**config.mk**
```make
export PLATFORM = sky130hd
export DESIGN_NAME = img_writer
export DESIGN_NICKNAME = d
export VERILOG_FILES = /design/src/rtl/img_pkg.sv /design/src/rtl/pixel_fifo.sv /design/src/rtl/img_writer.sv
export SDC_FILE = /design/constraint.sdc
export NUM_CORES = 1
export LEC_CHECK = 0
export CORE_AREA = 8 8 242 151
export DETAILED_ROUTE_END_ITERATION = 12
export DIE_AREA = 0 0 250 159
export GPL_ROUTABILITY_DRIVEN = 1
export MAX_ROUTING_LAYER = met4
export PLACE_DENSITY = 0.79
export SETUP_SLACK_MARGIN = 0.02
export SYNTH_ARGS = -nofsm -noshare
export SYNTH_HDL_FRONTEND = slang
export SYNTH_SLANG_ARGS = --single-unit
```
**constraint.sdc**
```tcl
create_clock -name clk -period 13 [get_ports clk]
set_clock_uncertainty 0.1 [all_clocks]
set_input_delay 2.6 -clock clk [delete_from_list [all_inputs] [get_ports clk]]
set_output_delay 2.6 -clock clk [all_outputs]
set_load 0.01 [all_outputs]
```
**src/rtl/img_pkg.sv**
```systemverilog
// Shared constants, state encoding and timing helpers for the image writer.
package img_pkg;

  localparam logic [7:0] ADDR_PIXEL  = 8'd0;
  localparam logic [7:0] ADDR_CTRL   = 8'd1;
  localparam logic [7:0] ADDR_STATUS = 8'd0;
  localparam logic [7:0] ADDR_FRAMES = 8'd1;

  localparam int ST_ENABLE    = 0;
  localparam int ST_EMPTY     = 1;
  localparam int ST_FULL      = 2;
  localparam int ST_OVERFLOW  = 3;
  localparam int ST_UNDERFLOW = 4;
  localparam int ST_VBLANK    = 5;
  localparam int ST_LEVEL_LSB = 8;

  typedef enum logic [1:0] {
    IDLE,
    PRIME,
    RUN
  } state_t;

  function automatic int line_total(input int act, input int fp, input int sync, input int bp);
    return act + fp + sync + bp;
  endfunction

endpackage

```
**src/rtl/pixel_fifo.sv**
```systemverilog
// First-word fall-through pixel FIFO; a push into a full FIFO is taken when a pop coincides.
module pixel_fifo #(
  parameter int WIDTH = 24,
  parameter int DEPTH = 16
) (
  input  logic                     clk,
  input  logic                     reset,
  input  logic                     flush,
  input  logic                     push,
  input  logic                     pop,
  input  logic [WIDTH-1:0]         din,
  output logic [WIDTH-1:0]         dout,
  output logic [$clog2(DEPTH):0]   level,
  output logic                     full,
  output logic                     empty
);

  localparam int AW = $clog2(DEPTH);
  localparam logic [AW:0] FULL_LEVEL = DEPTH[AW:0];

  logic [WIDTH-1:0] mem [DEPTH];
  logic [AW-1:0]    wr_ptr;
  logic [AW-1:0]    rd_ptr;
  logic             do_push;
  logic             do_pop;

  assign full    = (level == FULL_LEVEL);
  assign empty   = (level == '0);
  assign do_pop  = pop && !empty;
  assign do_push = push && (!full || do_pop);
  assign dout    = mem[rd_ptr];

  always_ff @(posedge clk) begin
    if (do_push) mem[wr_ptr] <= din;
  end

  always_ff @(posedge clk) begin
    if (reset || flush) begin
      wr_ptr <= '0;
      rd_ptr <= '0;
      level  <= '0;
    end else begin
      if (do_push) wr_ptr <= wr_ptr + 1'b1;
      if (do_pop)  rd_ptr <= rd_ptr + 1'b1;
      if (do_push && !do_pop)      level <= level + 1'b1;
      else if (do_pop && !do_push) level <= level - 1'b1;
    end
  end

endmodule

```
**src/rtl/img_writer.sv**
```systemverilog
// Avalon-MM slave that plays CPU-written pixels out as an RGB/HSYNC/VSYNC raster.
module img_writer
  import img_pkg::*;
#(
  parameter int H_ACTIVE   = 640,
  parameter int H_FP       = 16,
  parameter int H_SYNC     = 96,
  parameter int H_BP       = 48,
  parameter int V_ACTIVE   = 480,
  parameter int V_FP       = 10,
  parameter int V_SYNC     = 2,
  parameter int V_BP       = 33,
  parameter int CLK_DIV    = 2,
  parameter int FIFO_DEPTH = 16
) (
  input  logic        clk,
  input  logic        reset,
  input  logic [31:0] writedata,
  input  logic        write,
  input  logic        chipselect,
  input  logic [7:0]  address,
  input  logic        read,
  output logic [31:0] readdata,
  output logic [7:0]  VGA_R,
  output logic [7:0]  VGA_G,
  output logic [7:0]  VGA_B,
  output logic        HSYNC,
  output logic        VSYNC,
  output logic        active
);

  localparam int H_TOTAL = line_total(H_ACTIVE, H_FP, H_SYNC, H_BP);
  localparam int V_TOTAL = line_total(V_ACTIVE, V_FP, V_SYNC, V_BP);
  localparam int HW = $clog2(H_TOTAL);
  localparam int VW = $clog2(V_TOTAL);
  localparam int DW = (CLK_DIV > 1) ? $clog2(CLK_DIV) : 1;
  localparam int LW = $clog2(FIFO_DEPTH) + 1;

  localparam logic [HW-1:0] H_ACT_END    = HW'(H_ACTIVE);
  localparam logic [HW-1:0] H_SYNC_START = HW'(H_ACTIVE + H_FP);
  localparam logic [HW-1:0] H_SYNC_END   = HW'(H_ACTIVE + H_FP + H_SYNC);
  localparam logic [HW-1:0] H_LAST       = HW'(H_TOTAL - 1);
  localparam logic [VW-1:0] V_ACT_END    = VW'(V_ACTIVE);
  localparam logic [VW-1:0] V_SYNC_START = VW'(V_ACTIVE + V_FP);
  localparam logic [VW-1:0] V_SYNC_END   = VW'(V_ACTIVE + V_FP + V_SYNC);
  localparam logic [VW-1:0] V_LAST       = VW'(V_TOTAL - 1);
  localparam logic [DW-1:0] DIV_LAST     = DW'(CLK_DIV - 1);

  state_t        state;
  logic [DW-1:0] div;
  logic [HW-1:0] hcount;
  logic [VW-1:0] vcount;
  logic [HW-1:0] prime_cnt;
  logic [31:0]   frame_count;
  logic          ctrl_enable;
  logic          overflow;
  logic          underflow;

  logic          pixel_wr;
  logic          ctrl_wr;
  logic          disable_req;
  logic          flush;
  logic          tick;
  logic          run_tick;
  logic          in_active;
  logic          in_hsync;
  logic          in_vsync;
  logic          in_vblank;
  logic          pop;
  logic          overflow_evt;
  logic          underflow_evt;
  logic [23:0]   fifo_dout;
  logic [LW-1:0] fifo_level;
  logic          fifo_full;
  logic          fifo_empty;
  logic          unused_wdata;

  assign unused_wdata = ^writedata[7:2];

  assign pixel_wr    = chipselect && write && (address == ADDR_PIXEL);
  assign ctrl_wr     = chipselect && write && (address == ADDR_CTRL);
  assign disable_req = ctrl_wr && !writedata[0];
  // Only a running-to-stopped transition flushes, so pixels queued while idle survive a flag clear.
  assign flush       = disable_req && ctrl_enable;

  assign tick      = (div == '0) && (state != IDLE);
  assign run_tick  = (state == RUN) && tick && !disable_req;
  assign in_active = (hcount < H_ACT_END) && (vcount < V_ACT_END);
  assign in_hsync  = (hcount >= H_SYNC_START) && (hcount < H_SYNC_END);
  assign in_vsync  = (vcount >= V_SYNC_START) && (vcount < V_SYNC_END);
  assign in_vblank = (vcount >= V_ACT_END);

  assign pop           = run_tick && in_active && !fifo_empty;
  assign underflow_evt = run_tick && in_active && fifo_empty;
  assign overflow_evt  = pixel_wr && fifo_full && !pop;

  pixel_fifo #(
    .WIDTH (24),
    .DEPTH (FIFO_DEPTH)
  ) u_fifo (
    .clk   (clk),
    .reset (reset),
    .flush (flush),
    .push  (pixel_wr),
    .pop   (pop),
    .din   (writedata[31:8]),
    .dout  (fifo_dout),
    .level (fifo_level),
    .full  (fifo_full),
    .empty (fifo_empty)
  );

  // A set event in the same cycle as a clear wins, so no error is ever lost.
  always_ff @(posedge clk) begin
    if (reset) begin
      ctrl_enable <= 1'b0;
      overflow    <= 1'b0;
      underflow   <= 1'b0;
    end else begin
      if (ctrl_wr) ctrl_enable <= writedata[0];
      if (ctrl_wr && writedata[1]) begin
        overflow  <= 1'b0;
        underflow <= 1'b0;
      end
      if (overflow_evt)  overflow  <= 1'b1;
      if (underflow_evt) underflow <= 1'b1;
    end
  end

  always_ff @(posedge clk) begin
    if (reset) begin
      state       <= IDLE;
      div         <= '0;
      hcount      <= '0;
      vcount      <= '0;
      prime_cnt   <= '0;
      frame_count <= '0;
      {VGA_R, VGA_G, VGA_B} <= '0;
      HSYNC       <= 1'b1;
      VSYNC       <= 1'b1;
      active      <= 1'b0;
    end else begin
      div <= (state == IDLE || div == DIV_LAST) ? '0 : div + 1'b1;
      case (state)
        IDLE: begin
          hcount    <= '0;
          vcount    <= '0;
          prime_cnt <= '0;
          {VGA_R, VGA_G, VGA_B} <= '0;
          HSYNC     <= 1'b1;
          VSYNC     <= 1'b1;
          active    <= 1'b0;
          if (ctrl_enable && !disable_req) state <= PRIME;
        end
        PRIME: begin
          if (disable_req) begin
            state <= IDLE;
          end else if (!fifo_empty || (tick && prime_cnt == H_LAST)) begin
            state     <= RUN;
            div       <= '0;
            prime_cnt <= '0;
          end else if (tick) begin
            prime_cnt <= prime_cnt + 1'b1;
          end
        end
        RUN: begin
          if (disable_req) begin
            state  <= IDLE;
            div    <= '0;
            hcount <= '0;
            vcount <= '0;
            {VGA_R, VGA_G, VGA_B} <= '0;
            HSYNC  <= 1'b1;
            VSYNC  <= 1'b1;
            active <= 1'b0;
          end else if (tick) begin
            // Underflowed active slots go out black; the raster never waits for data.
            {VGA_R, VGA_G, VGA_B} <= pop ? fifo_dout : 24'h0;
            HSYNC  <= !in_hsync;
            VSYNC  <= !in_vsync;
            active <= in_active;
            if (hcount == H_LAST) begin
              hcount <= '0;
              if (vcount == V_LAST) begin
                vcount      <= '0;
                frame_count <= frame_count + 32'd1;
              end else begin
                vcount <= vcount + 1'b1;
              end
            end else begin
              hcount <= hcount + 1'b1;
            end
          end
        end
        default: state <= IDLE;
      endcase
    end
  end

  always_comb begin
    readdata = '0;
    if (chipselect && read) begin
      if (address == ADDR_STATUS) begin
        readdata[ST_ENABLE]    = ctrl_enable;
        readdata[ST_EMPTY]     = fifo_empty;
        readdata[ST_FULL]      = fifo_full;
        readdata[ST_OVERFLOW]  = overflow;
        readdata[ST_UNDERFLOW] = underflow;
        readdata[ST_VBLANK]    = in_vblank;
        readdata[ST_LEVEL_LSB +: 8] = 8'(fifo_level);
      end else if (address == ADDR_FRAMES) begin
        readdata = frame_count;
      end
    end
  end

endmodule

```
* Word level (Yosys, flattened, before mapping)
Memories as Yosys holds them, arrays and structs flattened. A register that Yosys moved wholly into a read port is not among the register bits.
Index checks and enable logic that the tools add are counted.
** Word-level totals
- Flip-flop bits (word level) :: 108
- Bits in writable memories :: 384
- Input bits :: 45
- Output and inout bits :: 59
- Logic and storage cells :: 159
- Memories kept :: 1
** Memory list
- u_fifo.mem :: depth 16, bits a word 24, rd ports 1, clocked after Yosys merged registers in 1, wr ports 1, RTL line pixel_fifo.sv:21 : logic [WIDTH-1:0] mem [DEPTH];
** Cells by class
- $add $sub $neg :: 9
- Order comparisons :: 7
- Equal/unequal tests :: 14
- Mux-type cells :: 57
- Bitwise gates (word level) :: 2
- Reductions and logical operators :: 51
** Operator list (number)
- 2-to-1 mux 10 bit :: 10
- 2-to-1 mux 32 bit :: 2
- case mux 10 bit (2 select lines) :: 3
- 2-to-1 mux 8 bit :: 7
- case mux 8 bit (2 select lines) :: 3
- adder 32 x 1 -> 32 bit (second input constant) :: 1
- adder 10 x 1 -> 10 bit (second input constant) :: 3
- == test 10 bit (second input constant) :: 3
- logical AND 1 bit :: 24
- 2-to-1 mux 24 bit :: 1
- >= comparator 10 x 9 -> 1 bit (second input constant) :: 2
- less-than comparator 10 bit (second input constant) :: 2
- less-than comparator 10 x 9 -> 1 bit (second input constant) :: 2
- 2-to-1 mux 16 bit :: 1
- 2-to-1 mux 1 bit :: 15
- nonzero test 2 bit :: 6
- >= comparator 10 bit (second input constant) :: 1
- 2-to-1 mux 2 bit :: 5
- 2-to-1 mux 5 bit :: 2
- logical NOT 1 bit :: 9
- inequality test 3 bit (second input constant) :: 3
- AND reduction 3 bit :: 3
- adder 4 x 1 -> 4 bit (second input constant) :: 2
- == test 8 x 1 -> 1 bit (second input constant) :: 1
- other kinds (20) :: 29

* Longest topological paths before layout
- Word-level depth :: 14
- Mapped depth :: 15
- Mapped depth without buffers :: 15

* By module
Synthesis repeated with hierarchy kept, for this count alone.
** Unflattened totals
- Cells, all modules :: 1288
- Area, all modules :: 20314.5 sq um
** By module, submodules not included
- pixel_fifo :: times used 1, cells each 708, area each 15364.7 sq um, sequential area each 11871.4 sq um
- img_writer :: times used 1, cells each 580, area each 4949.7 sq um, sequential area each 1901.8 sq um

* Worst setup path after synthesis
OpenSTA, ideal clock, no wires.
- Path kind :: input to register
- From :: input port address[6]
- To :: memory u_fifo.mem[0][0] (enable)
- Library setup time :: 0.474 ns
- Arrival time :: 6.469 ns
- Data required time :: 12.426 ns
- Setup slack :: 5.957 ns
- Cell stages on the path :: 5
- Buffers on the path :: 1
- Cells stage by stage :: or4_1 buf_4 nor4_1 nand2_1 nor4b_1
** On the way
- Word-level cells in the longest chain between the ends :: 12
- Elaborated cells between the ends (all ways) :: 14
- Those cells by class :: eq/ne: 1; mux: 2; reduce/logical: 11
** RTL lines
- start, declared :: RTL line img_writer.sv:21 : input logic [7:0] address,
- == test 8 x 1 -> 1 bit :: RTL line img_writer.sv:81 : assign ctrl_wr = chipselect && write && (address == ADDR_CTRL);
- logical AND 1 bit :: RTL line img_writer.sv:81
- logical AND 1 bit :: RTL line img_writer.sv:82 : assign disable_req = ctrl_wr && !writedata[0];
- logical NOT 1 bit :: RTL line img_writer.sv:87 : assign run_tick = (state == RUN) && tick && !disable_req;
- logical AND 1 bit :: RTL line img_writer.sv:87
- logical AND 1 bit (2 in series) :: RTL line img_writer.sv:93 : assign pop = run_tick && in_active && !fifo_empty;
- logical AND 1 bit :: RTL line pixel_fifo.sv:29 : assign do_pop = pop && !empty;
- logical OR 1 bit :: RTL line pixel_fifo.sv:30 : assign do_push = push && (!full || do_pop);
- logical AND 1 bit (*) :: RTL line pixel_fifo.sv:30
- 2-to-1 mux 1 bit (*) :: RTL line pixel_fifo.sv:34 : if (do_push) mem[wr_ptr] <= din;
- 2-to-1 mux 1 bit (not written as such) (*) :: RTL line pixel_fifo.sv:34
- end, declared :: RTL line pixel_fifo.sv:21
Every way passes the cells marked *; elsewhere a longest branch is shown, timed or not.

* Worst setup path in the final report
- From :: input port address[0]
- To :: output port readdata[9]
** On the way
- Word-level cells in the longest chain between the ends :: 4
- Elaborated cells between the ends (all ways) :: 5
- Those cells by class :: eq/ne: 1; mux: 3; reduce/logical: 1
** RTL lines
- == test 8 x 1 -> 1 bit :: RTL line img_writer.sv:211 : end else if (address == ADDR_FRAMES) begin
- 2-to-1 mux 32 bit :: RTL line img_writer.sv:211
- 2-to-1 mux 8 bit (*) :: RTL line img_writer.sv:203 : if (address == ADDR_STATUS) begin
- 2-to-1 mux 32 bit (*) :: RTL line img_writer.sv:202 : if (chipselect && read) begin
- end, declared :: RTL line img_writer.sv:23 : output logic [31:0] readdata,
Marks and branches as above.

==> summary.log <==
qor: setup_path.setup.worst_path.start_class input pin
qor: run.timing.max_cap.violations 0
qor: global_routing.grt_antenna_before_repair 1
qor: synth.synth_area_per_cell 16.5 µm²
qor: sta.worst_pin_slew 1170 ps
qor: cts.h-tree-depth 2
qor: synth.yosys.cell_types.count 63
qor: cts.clock_latency 560 ps
qor: cts.post-cts-setup-buffer-count 0
qor: synth.syn-cell-area 20100 µm²
qor: synth.synth-edff-count 384
qor: power_and_ir_drop.largest_vdd_supply_drop 0.119 mV
qor: cts.cts_max_path_buffers 3
qor: sta.rsz_0062_raised_after_global_routing false
qor: cts.post_cts_resize_count 0
qor: sta.timing.final.max_slew_violations 0
qor: setup_path.worst-endpoint-arrival 5310 ps
qor: die.core-area 33100 µm²
qor: setup_path.regToRegSetupSlack 8720 ps
qor: cts.hold_fix_buffer_count_after_cts 0
qor: sta.timing.fmax 125 MHz
qor: setup_path.worst-endpoint-required 10300 ps
qor: sta.tightest_slew_margin_relative_to_the_limit 21.5%
qor: sta.setup-violations-final 0
qor: global_routing.wire_length_of_the_first_global_routing_pass 68.5 mm
qor: layout.design.final.nets 1392
qor: die.die-width 250 µm
qor: hold_path.min_path_cells 1
qor: layout.postLayoutCoreUtil 70.0%
qor: layout.proportion_of_layout_cells_with_a_drive_suffix_above_1 16.9%
qor: hold_path.worst_hold_path_type register to register
qor: route.ant_nets 0
qor: power_and_ir_drop.p_comb_share 1.1%
qor: power_and_ir_drop.power.share.switching 18.9%
qor: synth.postSynth.topFlopCell edfxtp_1
qor: global_routing.first_global_vias 11400
qor: cts.tritoncts_clock_tree done
qor: synth.yosysWarningCount 0
qor: sta.final_hold_viol_count 0
qor: hold_path.hp-start VGA_G[5]
qor: cts.numClockSinks 496
qor: route.vias 11500
qor: setup_path.timing_worst_setup_path_type input pin to output port
qor: sta.timing.final.ws_setup 4990 ps
qor: route.drt-pass1-iter-count 5
qor: route.drt-total-wl 44.2 mm
qor: die.die_area 39800 µm²
qor: setup_path.critical_path.reg2reg.startpoint state[0]
qor: die.initial_core_util 60.9%
qor: global_routing.gr-total-overflow 0
qor: setup_path.critical_path.endpoint_type output port
qor: setup_path.critical_path_peak_fanout 11
qor: cts.clockRootBuffer clkbuf_16
qor: synth.synth_sequential_area_ratio 68.5%
qor: route.first_iter_violations 1169
qor: synth.ys_ff_latch 496
qor: hold_path.min_to VGA_G[5]
qor: place.place_congestion 0.821
qor: place.place_worst_setup_slack 5020 ps
qor: power_and_ir_drop.seq_power_share 54.6%
qor: place.post-dp-hpwl 25.0 mm
qor: die.rows 52
qor: setup_path.r2r-end u_fifo.level[4]
qor: layout.synthToLayoutAreaGrowth 15.0%
qor: setup_path.worstRegToRegCells 15
qor: die.floorplan.die.height 159 µm
qor: route.vias_per_cell 6.38
qor: global_routing.grtUsageTotal 22.8%
qor: layout.n_fill_cell 2088
qor: synth.synthesis.instances 1221
qor: synth.share_of_flip_flops_with_an_asynchronous_set_or_reset_after_synthesis 0%
qor: power_and_ir_drop.p_per_area 135 nW/µm²
qor: power_and_ir_drop.p_int 2530 µW
qor: sta.fin_crit 8010 ps
qor: sta.setup_total_neg_slack 0 ps
qor: synth.synth_nets 1286
qor: power_and_ir_drop.net-switching-power 589 µW
qor: outcome.status finished, final reports clean
qor: cts.cts_buffers 44
qor: die.top_level_ports 104
qor: cts.clk_pin_slew_worst_paths 60 ps
qor: sta.fin_crit_sh 61.6%
qor: route.wl_per_cell 24.6 µm
qor: route.drc 0
qor: global_routing.grt_start_max_net_pins 59
qor: power_and_ir_drop.static-leakage-power 0.00716 µW
qor: place.placement.io_buffers 97
qor: power_and_ir_drop.clockPowerShare 44.3%
[kinds of logic after synthesis]
kind of cell    Yosys count  share of synthesized area (%)
compound gates          171                           5.62
xor+xnor                 23                           1.00
fa+ha+maj                20                           1.28
buf+inv                 107                           2.18
flops                   496                           68.5
mux                     127                           13.8
simple gates            277                           7.68
[registers in the layout, summed over array words and instances, names as in the netlist, named ones only]
name and flops:
vcount 10, prime_cnt 10, u_fifo.wr_ptr 4, VGA_R 8, div 1, HSYNC 1, hcount 10, frame_count 32
overflow 1, u_fifo.level 5, u_fifo.mem 384, VSYNC 1, ctrl_enable 1, state 2, active 1, VGA_B 8
u_fifo.rd_ptr 4, VGA_G 8, underflow 1
[final cells by class]
type                       count  area (µm²)  share of cell area, %
antenna                        1        2.50                 0.0108
clock buffer                  63        1300                   5.60
clock inverter                19         246                   1.07
inverter                      46         173                  0.746
multi-input combinational    618        5940                   25.7
sequential                   496       13800                   59.6
tap                          432         541                   2.34
timing repair buffer         121        1150                   4.95
[worst max-delay path by stage]
stage,from,to,depth (start not counted)
floorplan,address[6],u_fifo.mem[0][0],5
global placement,address[6],readdata[9],6
detailed placement,address[0],readdata[9],6
CTS,address[0],readdata[9],6
global route,address[0],readdata[10],6
finish,address[0],readdata[9],6
[layout by cell type, fill, tap and decap left out, types with 16 or more instances in the layout]
| cell | instances |
|---|---|
| ha_1 | 19 |
| inv_1 | 46 |
| a21oi_1 | 53 |
| nand2_1 | 37 |
| clkdlybuf4s50_1 | 96 |
| nand4_1 | 16 |
| or3_1 | 33 |
| and2_1 | 29 |
| edfxtp_1 | 384 |
| o21ai_0 | 39 |
| dfxtp_1 | 109 |
| buf_4 | 24 |
| clkbuf_16 | 47 |
| o2bb2ai_1 | 24 |
| nor2_1 | 57 |
| nand3_1 | 27 |
| mux4_2 | 120 |
[per-stage QoR]
| stage | cells | power [µW] | instance area [µm²] | hold slack, ps |
|---|---|---|---|---|
| 6_report | 1796 | 3120 | 23100 | 360 |
| 5_1_grt | 1796 | 3200 | 23100 | 375 |
| 4_1_cts | 1795 | 3140 | 23100 | 366 |
| 3_5_place_dp | 1713 | 1770 | 21600 | 346 |
| 3_3_place_gp | 1713 | 1770 | 21600 | 343 |
| 2_1_floorplan | 1221 | 1750 | 20100 | 332 |
[synth_stat cells, drive strengths merged, types with 5 or more instances]
master	count	area, µm²
mux2i	5	50.1
and3	7	43.8
o2bb2ai	24	210
nor4	10	68.8
or4	12	90.1
ha	19	238
nand3	27	135
clkbuf	42	158
o31ai	11	96.3
nor2	60	228
a22oi	12	90.1
xor2	9	78.8
nor4b	8	70.1
edfxtp	384	11500
buf	19	108
xnor2	14	123
and2	29	181
nand2	37	139
mux4	120	2700
nand4	16	100
nand2b	6	37.5
or3	33	206
and4	6	52.6
dfxtp	112	2240
a21oi	53	265
nor3	12	71.3
inv	46	173
o21ai	41	209
[power by group through the flow]
stage | sequential, µW | clock, µW | combinational, µW
final | 1700 | 1380 | 34.8
after global routing | 1700 | 1460 | 37.7
after CTS | 1700 | 1400 | 34.3
after detailed placement | 1740 | 0 | 34.3
after global placement | 1740 | 0 | 32.5
after floorplan | 1740 | 0 | 6.33
[layer usage]
metal  up-vias  routed length [µm]  global-route usage, %
li1       5080                   -                      -
met1      5840               19000                   32.1
met2       481               20800                   34.9
met3        64                3600                   4.68
met4         0                 711                   4.46
met5         -                   0                      -
[critical path, cell delays in order]
cell             delay (ps)
clkdlybuf4s50_1         570
or4b_1                  670
nor2_1                  580
a22oi_1                 200
nor2_1                  120
clkdlybuf4s50_1         570
Note: power is estimated with default switching activity, not from simulation.
